**config.mk**
```make
export PLATFORM = sky130hd
export DESIGN_NAME = ysyx_22041211_ifu_fetch
export DESIGN_NICKNAME = d
export VERILOG_FILES = /design/src/rtl/ysyx_22041211_ifu_fetch.sv
export SDC_FILE = /design/constraint.sdc
export NUM_CORES = 1
export LEC_CHECK = 0
export ABC_AREA = 1
export CAP_MARGIN = 20
export CORE_MARGIN = 2
export CORE_UTILIZATION = 46
export DETAILED_ROUTE_END_ITERATION = 8
export GPL_TIMING_DRIVEN = 1
export PLACE_DENSITY = 0.81
export SETUP_SLACK_MARGIN = 0.05
export SLEW_MARGIN = 20
export SYNTH_ARGS = -nofsm -noshare
export SYNTH_HDL_FRONTEND = slang
export SYNTH_SLANG_ARGS = --single-unit
```
**constraint.sdc**
```tcl
create_clock -name clk_i -period 2 [get_ports clk_i]
set_clock_uncertainty 0.15 [all_clocks]
set_input_delay 0.2 -clock clk_i [delete_from_list [all_inputs] [get_ports clk_i]]
set_output_delay 0.2 -clock clk_i [all_outputs]
set_load 0.1 [all_outputs]
```
**src/rtl/ysyx_22041211_ifu_fetch.sv**
```systemverilog
// ---------------------------------------------------------------------------
// ysyx_22041211_ifu_fetch
//
// Instruction fetch unit. Owns the fetch PC, issues at most one outstanding
// instruction read over a valid/ready request channel with a valid-only
// response channel, and buffers fetched {pc, inst, err} triples in a small
// FIFO that feeds the decoder. A redirect (branch/jump) replaces the PC,
// flushes the FIFO and squashes any response still in flight.
//
// Ports
//   clk_i             clock, all state on the rising edge
//   rst_ni            asynchronous active-low reset
//   mem_req_valid_o   read request valid
//   mem_req_ready_i   memory accepts the request
//   mem_req_addr_o    request address (word aligned)
//   mem_rsp_valid_i   read data valid, one pulse per accepted request
//   mem_rsp_data_i    instruction word
//   mem_rsp_err_i     access fault for this response
//   redirect_valid_i  replace fetch PC and flush the buffer
//   redirect_pc_i     new PC, low two bits ignored
//   out_valid_o       FIFO head valid towards the decoder
//   out_ready_i       decoder consumes the head entry
//   out_pc_o          PC of the head instruction
//   out_inst_o        head instruction word
//   out_err_o         head instruction faulted on fetch
//   pc_o              next PC to be requested
// ---------------------------------------------------------------------------
module ysyx_22041211_ifu_fetch #(
    parameter int unsigned          DATA_LEN  = 32,
    parameter int unsigned          ADDR_LEN  = 32,
    parameter logic [ADDR_LEN-1:0]  RESET_PC  = 32'h8000_0000,
    parameter int unsigned          PC_STEP   = 4,
    parameter int unsigned          BUF_DEPTH = 2
) (
    input  logic                clk_i,
    input  logic                rst_ni,
    output logic                mem_req_valid_o,
    input  logic                mem_req_ready_i,
    output logic [ADDR_LEN-1:0] mem_req_addr_o,
    input  logic                mem_rsp_valid_i,
    input  logic [DATA_LEN-1:0] mem_rsp_data_i,
    input  logic                mem_rsp_err_i,
    input  logic                redirect_valid_i,
    input  logic [ADDR_LEN-1:0] redirect_pc_i,
    output logic                out_valid_o,
    input  logic                out_ready_i,
    output logic [ADDR_LEN-1:0] out_pc_o,
    output logic [DATA_LEN-1:0] out_inst_o,
    output logic                out_err_o,
    output logic [ADDR_LEN-1:0] pc_o
);

    localparam int unsigned PTR_W = (BUF_DEPTH > 1) ? $clog2(BUF_DEPTH) : 1;
    localparam int unsigned CNT_W = $clog2(BUF_DEPTH + 1);

    localparam logic [PTR_W-1:0] PTR_ZERO = {PTR_W{1'b0}};
    localparam logic [PTR_W-1:0] PTR_ONE  = PTR_W'(1);
    localparam logic [PTR_W-1:0] PTR_LAST = PTR_W'(BUF_DEPTH - 1);
    localparam logic [CNT_W-1:0] CNT_ZERO = {CNT_W{1'b0}};
    localparam logic [CNT_W:0]   DEPTH_W  = (CNT_W + 1)'(BUF_DEPTH);
    localparam logic [ADDR_LEN-1:0] STEP_W = ADDR_LEN'(PC_STEP);

    typedef enum logic [1:0] {
        ST_IDLE = 2'd0,
        ST_REQ  = 2'd1,
        ST_WAIT = 2'd2
    } state_e;

    // Pointer advance that wraps at BUF_DEPTH-1, so non-trivial depths of 1 work too.
    function automatic logic [PTR_W-1:0] ptr_inc(input logic [PTR_W-1:0] ptr);
        logic [PTR_W-1:0] nxt;
        if (ptr == PTR_LAST) begin
            nxt = PTR_ZERO;
        end else begin
            nxt = ptr + PTR_ONE;
        end
        return nxt;
    endfunction

    state_e                 state_q,  state_d;
    logic [ADDR_LEN-1:0]    pc_q,     pc_d;
    logic [ADDR_LEN-1:0]    req_pc_q, req_pc_d;
    logic                   drop_q,   drop_d;
    logic                   halted_q, halted_d;
    logic [PTR_W-1:0]       rd_ptr_q, rd_ptr_d;
    logic [PTR_W-1:0]       wr_ptr_q, wr_ptr_d;
    logic [CNT_W-1:0]       count_q,  count_d;

    logic [ADDR_LEN-1:0]    buf_pc_q   [BUF_DEPTH];
    logic [DATA_LEN-1:0]    buf_inst_q [BUF_DEPTH];
    logic                   buf_err_q  [BUF_DEPTH];

    logic                   push_s;
    logic                   pop_s;
    logic                   out_valid_s;
    logic                   space_s;
    logic [CNT_W:0]         occupancy_s;
    logic [ADDR_LEN-1:0]    redirect_aligned_s;

    // An outstanding read reserves a FIFO slot so its response can always be pushed.
    assign occupancy_s        = {1'b0, count_q} + {{CNT_W{1'b0}}, (state_q == ST_WAIT)};
    assign space_s            = (occupancy_s < DEPTH_W);
    assign out_valid_s        = (count_q != CNT_ZERO);
    assign redirect_aligned_s = {redirect_pc_i[ADDR_LEN-1:2], 2'b00};

    // Next-state logic for the fetch FSM, the PC and the FIFO bookkeeping.
    always_comb begin
        state_d  = state_q;
        pc_d     = pc_q;
        req_pc_d = req_pc_q;
        drop_d   = drop_q;
        halted_d = halted_q;
        rd_ptr_d = rd_ptr_q;
        wr_ptr_d = wr_ptr_q;
        count_d  = count_q;
        push_s   = 1'b0;
        pop_s    = 1'b0;

        if (redirect_valid_i) begin
            // Redirect wins over everything: flush, unhalt, and decide whether a
            // response is still owed by the memory (then it must be squashed).
            pc_d     = redirect_aligned_s;
            rd_ptr_d = PTR_ZERO;
            wr_ptr_d = PTR_ZERO;
            count_d  = CNT_ZERO;
            halted_d = 1'b0;
            case (state_q)
                ST_WAIT: begin
                    if (mem_rsp_valid_i) begin
                        // The owed response is arriving now; discarding it settles the debt.
                        drop_d  = 1'b0;
                        state_d = ST_REQ;
                    end else begin
                        drop_d  = 1'b1;
                        state_d = ST_WAIT;
                    end
                end
                ST_REQ: begin
                    if (mem_req_ready_i) begin
                        // Memory took the stale request this cycle; its reply must be eaten.
                        drop_d  = 1'b1;
                        state_d = ST_WAIT;
                    end else begin
                        drop_d  = 1'b0;
                        state_d = ST_REQ;
                    end
                end
                ST_IDLE: begin
                    drop_d  = 1'b0;
                    state_d = ST_REQ;
                end
                default: begin
                    drop_d  = 1'b0;
                    state_d = ST_IDLE;
                end
            endcase
        end else begin
            push_s   = (state_q == ST_WAIT) && mem_rsp_valid_i && !drop_q;
            pop_s    = out_valid_s && out_ready_i;
            count_d  = count_q + CNT_W'(push_s) - CNT_W'(pop_s);
            rd_ptr_d = pop_s  ? ptr_inc(rd_ptr_q) : rd_ptr_q;
            wr_ptr_d = push_s ? ptr_inc(wr_ptr_q) : wr_ptr_q;
            // A faulting fetch stops the stream until software redirects.
            halted_d = halted_q | (push_s & mem_rsp_err_i);
            case (state_q)
                ST_IDLE: begin
                    if (space_s && !halted_q) begin
                        state_d = ST_REQ;
                    end else begin
                        state_d = ST_IDLE;
                    end
                end
                ST_REQ: begin
                    if (mem_req_ready_i) begin
                        req_pc_d = pc_q;
                        pc_d     = pc_q + STEP_W;
                        state_d  = ST_WAIT;
                    end else begin
                        state_d  = ST_REQ;
                    end
                end
                ST_WAIT: begin
                    if (mem_rsp_valid_i) begin
                        drop_d = 1'b0;
                        if (({1'b0, count_d} < DEPTH_W) && !halted_d) begin
                            state_d = ST_REQ;
                        end else begin
                            state_d = ST_IDLE;
                        end
                    end else begin
                        state_d = ST_WAIT;
                    end
                end
                default: begin
                    state_d = ST_IDLE;
                end
            endcase
        end
    end

    // Control state registers.
    always_ff @(posedge clk_i or negedge rst_ni) begin
        if (!rst_ni) begin
            state_q  <= ST_IDLE;
            pc_q     <= RESET_PC;
            req_pc_q <= {ADDR_LEN{1'b0}};
            drop_q   <= 1'b0;
            halted_q <= 1'b0;
            rd_ptr_q <= PTR_ZERO;
            wr_ptr_q <= PTR_ZERO;
            count_q  <= CNT_ZERO;
        end else begin
            state_q  <= state_d;
            pc_q     <= pc_d;
            req_pc_q <= req_pc_d;
            drop_q   <= drop_d;
            halted_q <= halted_d;
            rd_ptr_q <= rd_ptr_d;
            wr_ptr_q <= wr_ptr_d;
            count_q  <= count_d;
        end
    end

    // FIFO storage; cleared on reset so the head reads as zero until the first push.
    always_ff @(posedge clk_i or negedge rst_ni) begin
        if (!rst_ni) begin
            for (int i = 0; i < int'(BUF_DEPTH); i++) begin
                buf_pc_q[i]   <= {ADDR_LEN{1'b0}};
                buf_inst_q[i] <= {DATA_LEN{1'b0}};
                buf_err_q[i]  <= 1'b0;
            end
        end else if (push_s) begin
            buf_pc_q[wr_ptr_q]   <= req_pc_q;
            buf_inst_q[wr_ptr_q] <= mem_rsp_data_i;
            buf_err_q[wr_ptr_q]  <= mem_rsp_err_i;
        end
    end

    assign mem_req_valid_o = (state_q == ST_REQ);
    assign mem_req_addr_o  = pc_q;
    assign pc_o            = pc_q;
    assign out_valid_o     = out_valid_s;
    assign out_pc_o        = buf_pc_q[rd_ptr_q];
    assign out_inst_o      = buf_inst_q[rd_ptr_q];
    assign out_err_o       = buf_err_q[rd_ptr_q];

endmodule
```
### After elaboration in Yosys (flattened, before gate mapping)

Index checks and enable logic that the tools add are counted.

| word-level totals | value |
|---|---|
| input port bits | 71 |
| logic and storage cells | 94 |
| output and inout port bits | 131 |
| bits in registers | 202 |

| cells by class | value |
|---|---|
| eq/ne operators | 2 |
| mux-type cells | 42 |
| order comparisons | 5 |
| bitwise gates (word level) | 5 |
| add/sub/neg operators | 6 |
| reductions and logical operators | 20 |

Operators with widths:

| cell | number |
|---|---|
| $mux W32 | 10 |
| $bwmux W64 | 2 |
| $add A32 B3 Y32 const B | 1 |
| $demux W32 S1 | 1 |
| $mux W1 | 19 |
| $reduce_bool A2 Y1 | 7 |
| $pmux W2 S3 | 2 |
| $mux W2 | 5 |
| $logic_and A1 B1 Y1 | 6 |
| $ge A2 B2 Y1 const B | 2 |
| $not A1 Y2 | 2 |
| $reduce_and A2 Y1 | 2 |
| $add A2 B1 Y3 | 1 |
| $logic_not A1 Y1 | 3 |
| $lt A3 B2 Y1 const B | 1 |
| $reduce_and A3 Y1 | 1 |
| $add A1 B1 Y1 const B | 2 |
| $add A2 B1 Y2 | 1 |
| $bwmux W2 | 1 |
| $eq A2 B1 Y1 const B | 1 |
| $eq A2 B2 Y1 const B | 1 |
| $logic_not A2 Y1 | 1 |
| $lt A2 B1 Y1 const B | 1 |
| $lt A2 B2 Y1 const B | 1 |
| other kinds (6) | 6 |

### Logic depth before layout (Yosys ltp)

Gate-level depths: netlist (run 1).

| depth | value |
|---|---|
| depth in word-level cells | 11 |
| gate-level depth with buffers | 14 |
| depth with buffers taken out | 14 |

### Worst setup path before layout (run 1)

Ideal clock, no wire load.

| timing path | value |
|---|---|
| path type | register -> register |
| start point | reg state_q[1] |
| end point | reg pc_q[10], in the netlist mem_req_addr_o[10] |
| slack | -0.520 ns |
| cell stages (with the launch flop) | 10 |
| arrival | 2.281 ns |
| data required time | 1.760 ns |
| period minus slack after synthesis | 2.520 ns |
| path through | dfrtp_1 inv_1 ha_1 nand2_1 nor2_4 inv_2 buf_2 nor2_1 nand2_1 o2111ai_1 |

| on the way | value |
|---|---|
| longest elaborated chain between the ends | 3 |

RTL lines:

| what | RTL line | source |
|---|---|---|
| start, declared | 80 | `state_e state_q, state_d;` |
| start signal, assigned | 213 | `state_q <= state_d;` |
| $eq A2 B1 Y1 | -- |  |
| net mem_req_valid_o | 37 | `output logic mem_req_valid_o,` |
| $reduce_bool A2 Y1 (no source line) | -- |  |
| $reduce_and A2 Y1 (no source line) | -- |  |
| end signal, assigned | 214 | `pc_q <= pc_d;` |
| end, declared | 81 | `logic [ADDR_LEN-1:0] pc_q, pc_d;` |

The timed path passes the listed nets, and every way through them passes these cells.
A chain may end at the register's enable or synchronous reset.

### Worst setup path after layout (run 1)

| timing path | value |
|---|---|
| start point | reg rd_ptr_q |
| end point | out out_pc_o[17] |

| on the way | value |
|---|---|
| longest elaborated chain between the ends | 4 |

RTL lines:

| what | RTL line | source |
|---|---|---|
| start, declared | 85 | `logic [PTR_W-1:0] rd_ptr_q, rd_ptr_d;` |
| start signal, assigned | 218 | `rd_ptr_q <= rd_ptr_d;` |
| $not A1 Y2 (not written as such) | 243 | `assign out_pc_o = buf_pc_q[rd_ptr_q];` |
| $mux W32 (not written as such) (3 in a row) | 243 |  |
| end, declared | 47 | `output logic [ADDR_LEN-1:0] out_pc_o,` |

Every way passes these cells. The select of a mux whose other input is x is not followed.

==> impl_metrics.json, run 1 <==
{
  "worst_setup_path_start_kind": "flip-flop",
  "synth_compound_gate_area_share": 0.107,
  "tritoncts.num_buffers": 17,
  "source_to_sink_clock_delay_at_the_later_pin_of_the_worst_skew_pair_ns": 0.43,
  "final_cells": 1643,
  "critical_path_peak_fanout": 6,
  "grt_antenna_before_repair": 0,
  "ys_warn_count": 0,
  "initial_core_utilization": 0.473,
  "cts.root.buffer_cell": "sky130_fd_sc_hd__clkbuf_16",
  "worstHoldPathType": "primary input to async pin",
  "design.portCount": 202,
  "nNetsFinal": 1442,
  "synth-async-reset-ratio": 1.00,
  "first_global_vias": 8031,
  "post_synth_and_or_nand_nor_area_fraction": 0.257,
  "post_route_cells_drive_above_1_share": 0.286,
  "worstSetupEndpointType": "output pin",
  "post_synth_xor_area_fraction": 0.00471,
  "yosys.cell_types.count": 38,
  "achievable-frequency_mhz": 509,
  "synthFlopType": "sky130_fd_sc_hd__dfrtp_1",
  "power_leakage_nw": 6.54,
  "transition_time_at_the_pin_with_the_least_slew_margin_ns": 0.517,
  "standard_cell_core_area_mm2": 0.0197,
  "seq_area_frac_synth": 0.522,
  "ys_ff_latch": 194,
  "floorplan.die.width_um": 146,
  "routed-via-count": 8603,
  "total_power_mw": 25.6,
  "netlist_instances": 1181,
  "r2r_start": "state_q[0]",
  "power.density_cell_area_mw_per_mm2": 1840,
  "clock_path_buffers": 2,
  "worst_reg2reg_setup_slack_ns": 0.05,
  "track_usage": 0.239,
  "die-height_um": 146,
  "h-tree-depth": 4,
  "syn_avg_cell_area_um2": 7.87,
  "hold_viol_final": 0,
  "r2r-end": "state_q[0]",
  "dp_hpwl_mm": 16.9,
  "drcViolationCount": 0,
  "max-cap-violations": 0,
  "synthMuxAreaShare": 0,
  "crit_chain": "buf_12 > clkinv_8 > clkbuf_16 > nand2_1 > nand2_2 > buf_12",
  "cpPeakStageDelay_ns": 0.43,
  "worstSetupPathType": "flip-flop to output pin",
  "cp-startpoint": "rd_ptr_q",
  "rsz0062_at_grt": "yes",
  "row_count": 51,
  "final_area_mm2": 0.0139,
  "critical_path.endpoint": "out_pc_o[17]",
  "final-max-slew-violation-count": 0,
  "yosys.area_share.adder": 0.00808,
  "port-buffer-count": 193,
  "die_area_mm2": 0.0214,
  "logic_depth_of_the_worst_register_to_register_path": 14,
  "most_frequent_standard_cell_in_the_layout_excluding_fill_and_tap_cells": "sky130_fd_sc_hd__nand2_1",
  "postRouteAntennaNets": 0,
  "status": "complete, no violations",
  "cts.clk_slew.worst_paths_ns": 0.07,
  "global_route.overflow_total": 0,
  "detail_route.wirelength_mm": 27.3,
  "critical_path_arrival_ns": 1.62,
  "required_ns": 1.65,
  "area.growth.synth_to_final_pct": 49.7,
  "worst_ir_drop_vdd_mv": 1.14,
  "combinational_family_with_the_most_area_after_synthesis": "simple AND/OR/NAND/NOR gates",
  "detailedRoute.firstPassIterationCount": 6,
  "synthesis.area_mm2": 0.00929,
  "detail_route.vias_per_cell": 5.24,
  "antennaDiodeCount": 0,
  "placed_cell_area_mm2": 0.0123,
  "cts_sinks": 194,
  "timing.setup.tns_ns": 0,
  "final_cell_mix": "sky130_fd_sc_hd__nand2_1, sky130_fd_sc_hd__dfrtp_1, sky130_fd_sc_hd__o21ai_0",
  "first_pass_grt_wire_length_mm": 40.9,
  "critical-path-top-cell-by-count": "sky130_fd_sc_hd__buf_12",
  "maxSlewHeadroom": 0.656,
  "routed_wire_length_per_instance_um": 16.6,
  "first_iter_violations": 527,
  "count_of_endpoints_failing_setup_in_the_final_report": 0,
  "synth-edff-count": 0,
  "clock_tree_from_tritoncts": "done",
  "place.detailed.instances": 1591,
  "grt_max_degree": 62,
  "final.min_clock_period_ns": 1.97,
  "post-route-period-util": 0.983,
  "crit_path_top_delay_cell": "sky130_fd_sc_hd__dfrtp_2",
  "routabilityCongestion": 0.923
}
## critical path: cells and delay by family (launching register included)
family | cells | cell delay [ns]
and+or+nand+nor | 2 | 0.17
DFF | 1 | 0.43
buffers and inverters | 4 | 0.58
## cell type report
type / instances / area [µm²]
clock inverters: 15 / 150
repair inverters: 1 / 16.3
well taps: 265 / 332
repair buffers: 250 / 3350
clock buffers: 17 / 425
inverters: 107 / 414
flip-flops and latches: 194 / 4900
multi-input cells: 794 / 4330
fillers: 1464 / 5740
## worst min-delay path by stage
stage,startpoint,end,slack (ns),cells past startpoint
after floorplan,rst_ni,buf_err_q[0],-0.25,0
after global placement,rst_ni,buf_inst_q[24],0.06,1
after detailed placement,rst_ni,buf_inst_q[56],0.06,1
after CTS,rst_ni,buf_inst_q[56],0.16,2
after global routing,redirect_pc_i[13],mem_req_addr_o[13],0.17,3
final,rst_ni,buf_inst_q[24],0.15,2
## state kept, by name, indices dropped and copies added, names as in the netlist
name	cells
buf_err_q	2
buf_inst_q	64
buf_pc_q	60
count_q	2
drop_q	1
halted_q	1
mem_req_addr_o	30
rd_ptr_q	1
req_pc_q	30
state_q	2
wr_ptr_q	1
## cell families after synthesis
| family | after synthesis |
|---|---|
| simple gates | 587 |
| buf+inv | 198 |
| flops | 194 |
| xor+xnor | 5 |
| compound gates | 190 |
| other cells | 1 |
| fa+ha+maj | 6 |
## synth_stat cells (4+ instances only)
cell,number,share of area
sky130_fd_sc_hd__o21ai_1,44,0.024
sky130_fd_sc_hd__inv_1,104,0.042
sky130_fd_sc_hd__nand3_1,39,0.021
sky130_fd_sc_hd__nand2_1,459,0.19
sky130_fd_sc_hd__a21oi_1,17,0.0092
sky130_fd_sc_hd__o21ai_0,116,0.062
sky130_fd_sc_hd__nand4_1,8,0.0054
sky130_fd_sc_hd__nor2_4,4,0.0048
sky130_fd_sc_hd__ha_1,6,0.0081
sky130_fd_sc_hd__dfrtp_1,193,0.52
sky130_fd_sc_hd__buf_2,11,0.0059
sky130_fd_sc_hd__nor2_1,54,0.022
sky130_fd_sc_hd__xor2_1,5,0.0047
sky130_fd_sc_hd__nor2_2,8,0.0054
sky130_fd_sc_hd__buf_4,44,0.036
sky130_fd_sc_hd__clkbuf_1,31,0.013
## report_power, final
group | switching [mW] | total, mW | internal [mW] | leakage, nW
sequential | 1.10 | 6.33 | 5.23 | 2.47
combinational | 10.6 | 16.0 | 5.33 | 3.80
clock | 1.59 | 3.34 | 1.75 | 0.268
## stage by stage
step | hold slack, ns | setup slack [ns] | util
floorplan | -0.246 | 0.0294 | -
global placement | 0.0646 | -0.0359 | 0.626
detailed placement | 0.0579 | -0.0825 | 0.626
CTS | 0.162 | 0.00144 | 0.664
global route | 0.168 | -0.0418 | 0.708
finish | 0.148 | 0.0337 | 0.708
## routing by layer
| layer | track usage | routed length [µm] | share of wire | up-vias |
|---|---|---|---|---|
| met3 | 0.0413 | 1940 | 0.071 | 51 |
| li1 | - | - | - | 4039 |
| met1 | 0.329 | 11200 | 0.41 | 4122 |
| met4 | 0.0820 | 604 | 0.022 | 0 |
| met2 | 0.385 | 13500 | 0.50 | 391 |
| met5 | 0 | 0 | 0 | - |
## timing repair
item	CTS	global route
cloned	4	7
gates resized for setup	10	174
hold buffers	1	0
setup buffers	4	5
pin swaps	2	61
setup endpoints to repair	62	97
hold endpoints to repair	142	0
No activity file was read; power rests on OpenSTA's default activity.
==> run 2, diff against run 1 <==
Settings changed: CORE_UTILIZATION 46 to 55, PLACE_DENSITY 0.81 to 0.91.
Clock period 2 ns to 2.3 ns, I/O delays scaled along.
==> run 2 against run 1 <==
  * First-iteration DRC count up 55%
  * Highest routed layer unchanged
  * Core utilization grew 3.7 points
  * Via count down 2.7%
  * Critical endpoint is now out_pc_o[14]
  * Design area down 12%
==> impl_metrics.json, run 2 (same netlist as run 1, synthesis figures left out) <==
{
  "largest_reg_flops": 64,
  "routed-via-count": 8375,
  "worstHoldPathType": "primary input to async pin",
  "row_count": 47,
  "sequentialPowerShare": 0.263,
  "detail_route.wirelength_mm": 23.9,
  "count_of_endpoints_failing_setup_in_the_final_report": 0,
  "transition_time_at_the_pin_with_the_least_slew_margin_ns": 0.510,
  "drcViolationCount": 0,
  "critical_path_arrival_ns": 1.83,
  "most_frequent_standard_cell_in_the_layout_excluding_fill_and_tap_cells": "sky130_fd_sc_hd__nand2_1",
  "final-max-slew-violation-count": 0,
  "clock_path_buffers": 2,
  "timing.critical_path.max_delay_family": "buffers and inverters",
  "worst_setup_path_start_kind": "flip-flop",
  "post_route_cells_drive_above_1_share": 0.157,
  "design.portCount": 202,
  "cts_sinks": 194,
  "dp_hpwl_mm": 16.0,
  "logic_depth_of_the_worst_register_to_register_path": 14,
  "floorplan.die.width_um": 134,
  "worst_reg2reg_setup_slack_ns": 0.14,
  "portion_of_total_power_attributed_to_combinational_logic": 0.600,
  "die-height_um": 134,
  "required_ns": 1.92,
  "worstSetupPathType": "flip-flop to output pin",
  "cp-startpoint": "rd_ptr_q",
  "maxSlewHeadroom": 0.658,
  "cpPeakStageDelay_ns": 0.53,
  "power_frac_clock": 0.137,
  "initial_core_utilization": 0.562,
  "p_switching_mw": 10.5,
  "detailedRoute.firstPassIterationCount": 8,
  "cts.root.buffer_cell": "sky130_fd_sc_hd__clkbuf_16",
  "placed_cell_area_mm2": 0.0117,
  "final.min_clock_period_ns": 2.21,
  "routed_wire_length_per_instance_um": 15.3,
  "final_area_mm2": 0.0123,
  "path_buf_inv": 3,
  "port-buffer-count": 193,
  "worstSetupEndpointType": "output pin",
  "rsz0062_at_grt": "yes",
  "first_iter_violations": 816,
  "critical_path_peak_fanout": 23,
  "power.internal_mw": 9.59,
  "critical-path-top-cell-by-count": "sky130_fd_sc_hd__nand2_1",
  "standard_cell_core_area_mm2": 0.0165,
  "max-cap-violations": 0,
  "post-route-period-util": 0.959,
  "global_route.overflow_total": 0,
  "grt_max_degree": 127,
  "registers.top_by_ff_count": "buf_inst_q",
  "status": "complete, no violations",
  "postRouteAntennaNets": 0,
  "cp_num_cells": 5,
  "grt_antenna_before_repair": 0,
  "power.density_cell_area_mw_per_mm2": 1640,
  "r2r_start": "state_q[0]",
  "area.growth.synth_to_final_pct": 32.4,
  "tritoncts.num_buffers": 17,
  "crit_chain": "inv_2 > buf_4 > nand2_1 > nand2_1 > buf_12",
  "antennaDiodeCount": 0,
  "largestRegisters": "buf_inst_q: 64 flops, buf_pc_q: 60 flops",
  "track_usage": 0.272,
  "routabilityCongestion": 0.852,
  "worst_ir_drop_vdd_mv": 1.06,
  "detail_route.vias_per_cell": 5.36,
  "r2r-end": "state_q[0]",
  "h-tree-depth": 4,
  "source_to_sink_clock_delay_at_the_later_pin_of_the_worst_skew_pair_ns": 0.43,
  "final_cell_mix": "sky130_fd_sc_hd__nand2_1, sky130_fd_sc_hd__dfrtp_1, sky130_fd_sc_hd__o21ai_0",
  "first_pass_grt_wire_length_mm": 38.9,
  "cts.clk_slew.worst_paths_ns": 0.07,
  "power_leakage_nw": 6.10,
  "achievable-frequency_mhz": 453,
  "power.share.switching": 0.523,
  "first_global_vias": 7935,
  "die_area_mm2": 0.0180,
  "crit_path_top_delay_cell": "sky130_fd_sc_hd__dfrtp_2",
  "nNetsFinal": 1407,
  "clock_tree_from_tritoncts": "done",
  "hold_viol_final": 0,
  "timing.setup.tns_ns": 0,
  "critical_path.endpoint": "out_pc_o[14]"
}
-- run 2: cell types whose count changed in the layout (fill, tap and decap cells not counted), moves of 4 or more --
cell | previous run | this run
sky130_fd_sc_hd__buf_12 | 89 | 69
sky130_fd_sc_hd__nand2_1 | 342 | 459
sky130_fd_sc_hd__dfrtp_2 | 26 | 5
sky130_fd_sc_hd__clkbuf_16 | 22 | 17
sky130_fd_sc_hd__buf_16 | 4 | 0
sky130_fd_sc_hd__dfrtp_1 | 165 | 188
sky130_fd_sc_hd__nand2_2 | 31 | 2
sky130_fd_sc_hd__nand2_4 | 89 | 1
sky130_fd_sc_hd__clkbuf_8 | 1 | 6
-- run 2: worst min path at each step --
stage	startpoint	end	slack (ns)	cells past startpoint
4_1_cts	rst_ni	buf_inst_q[26]	0.19	2
6_report	rst_ni	buf_inst_q[26]	0.17	2
3_5_place_dp	rst_ni	buf_inst_q[26]	0.06	1
3_3_place_gp	rst_ni	buf_inst_q[58]	0.05	1
2_1_floorplan	rst_ni	buf_err_q[0]	-0.22	0
5_1_grt	rst_ni	buf_inst_q[26]	0.21	2
-- run 2: stage by stage --
| step | hold slack, ns | setup WS, ns | std cells | power (mW) | util |
|---|---|---|---|---|---|
| floorplan | -0.216 | 0.0510 | 1186 | 13.3 | - |
| global placement | 0.0502 | 0.180 | 1528 | 17.0 | 0.708 |
| detailed placement | 0.0561 | 0.0848 | 1528 | 17.3 | 0.708 |
| CTS | 0.186 | 0.0977 | 1561 | 20.1 | 0.742 |
| global route | 0.207 | 0.00771 | 1563 | 20.9 | 0.744 |
| finish | 0.168 | 0.0936 | 1563 | 20.1 | 0.744 |
-- run 2: timing repair --
| action | CTS | global route |
|---|---|---|
| hold buffers | 1 | 0 |
| buffers inserted | 0 | 2 |
| gates resized for setup | 1 | 4 |
| pin swaps | 0 | 1 |
| setup endpoints to repair | 38 | 25 |
| endpoints found under the hold margin | 47 | 0 |
| cloned | 0 | 0 |
-- run 2: final cells by class --
cell class	instances	area [µm²]
sequential	194	4860
inverter	107	402
clock buffer	25	505
tap	220	275
clock inverter	7	47.5
timing repair buffer	216	2670
multi-input combinational	794	3540
fill	1114	4220
-- run 2: layer usage --
| layer | vias up | routed length (µm) | global-route usage |
|---|---|---|---|
| met1 | 3877 | 9840 | 0.380 |
| met3 | 63 | 2110 | 0.0435 |
| met4 | 0 | 688 | 0.115 |
| li1 | 3970 | - | - |
| met5 | - | 0 | 0 |
| met2 | 465 | 11300 | 0.428 |
-- run 2: worst register-to-register path, cell delays in order, from the launching register on --
cell and delay, ns:
sky130_fd_sc_hd__dfrtp_1 0.38, sky130_fd_sc_hd__inv_1 0.09, sky130_fd_sc_hd__ha_2 0.21, sky130_fd_sc_hd__nand2_2 0.09, sky130_fd_sc_hd__nor2_4 0.12, sky130_fd_sc_hd__inv_1 0.09
sky130_fd_sc_hd__nand2_1 0.10, sky130_fd_sc_hd__nand2_1 0.07, sky130_fd_sc_hd__ha_1 0.22, sky130_fd_sc_hd__xor2_2 0.16, sky130_fd_sc_hd__inv_1 0.07, sky130_fd_sc_hd__nand2_1 0.09
sky130_fd_sc_hd__nand3_2 0.08, sky130_fd_sc_hd__nand2_1 0.07, sky130_fd_sc_hd__a21oi_1 0.06
-- run 2: power groups by stage --
stage	clock (mW)	combinational [mW]	sequential [mW]
global route	2.93	12.6	5.41
floorplan	0	7.52	5.82
detailed placement	0	12.0	5.32
finish	2.76	12.1	5.29
CTS	2.79	12.1	5.28
global placement	0	11.8	5.24
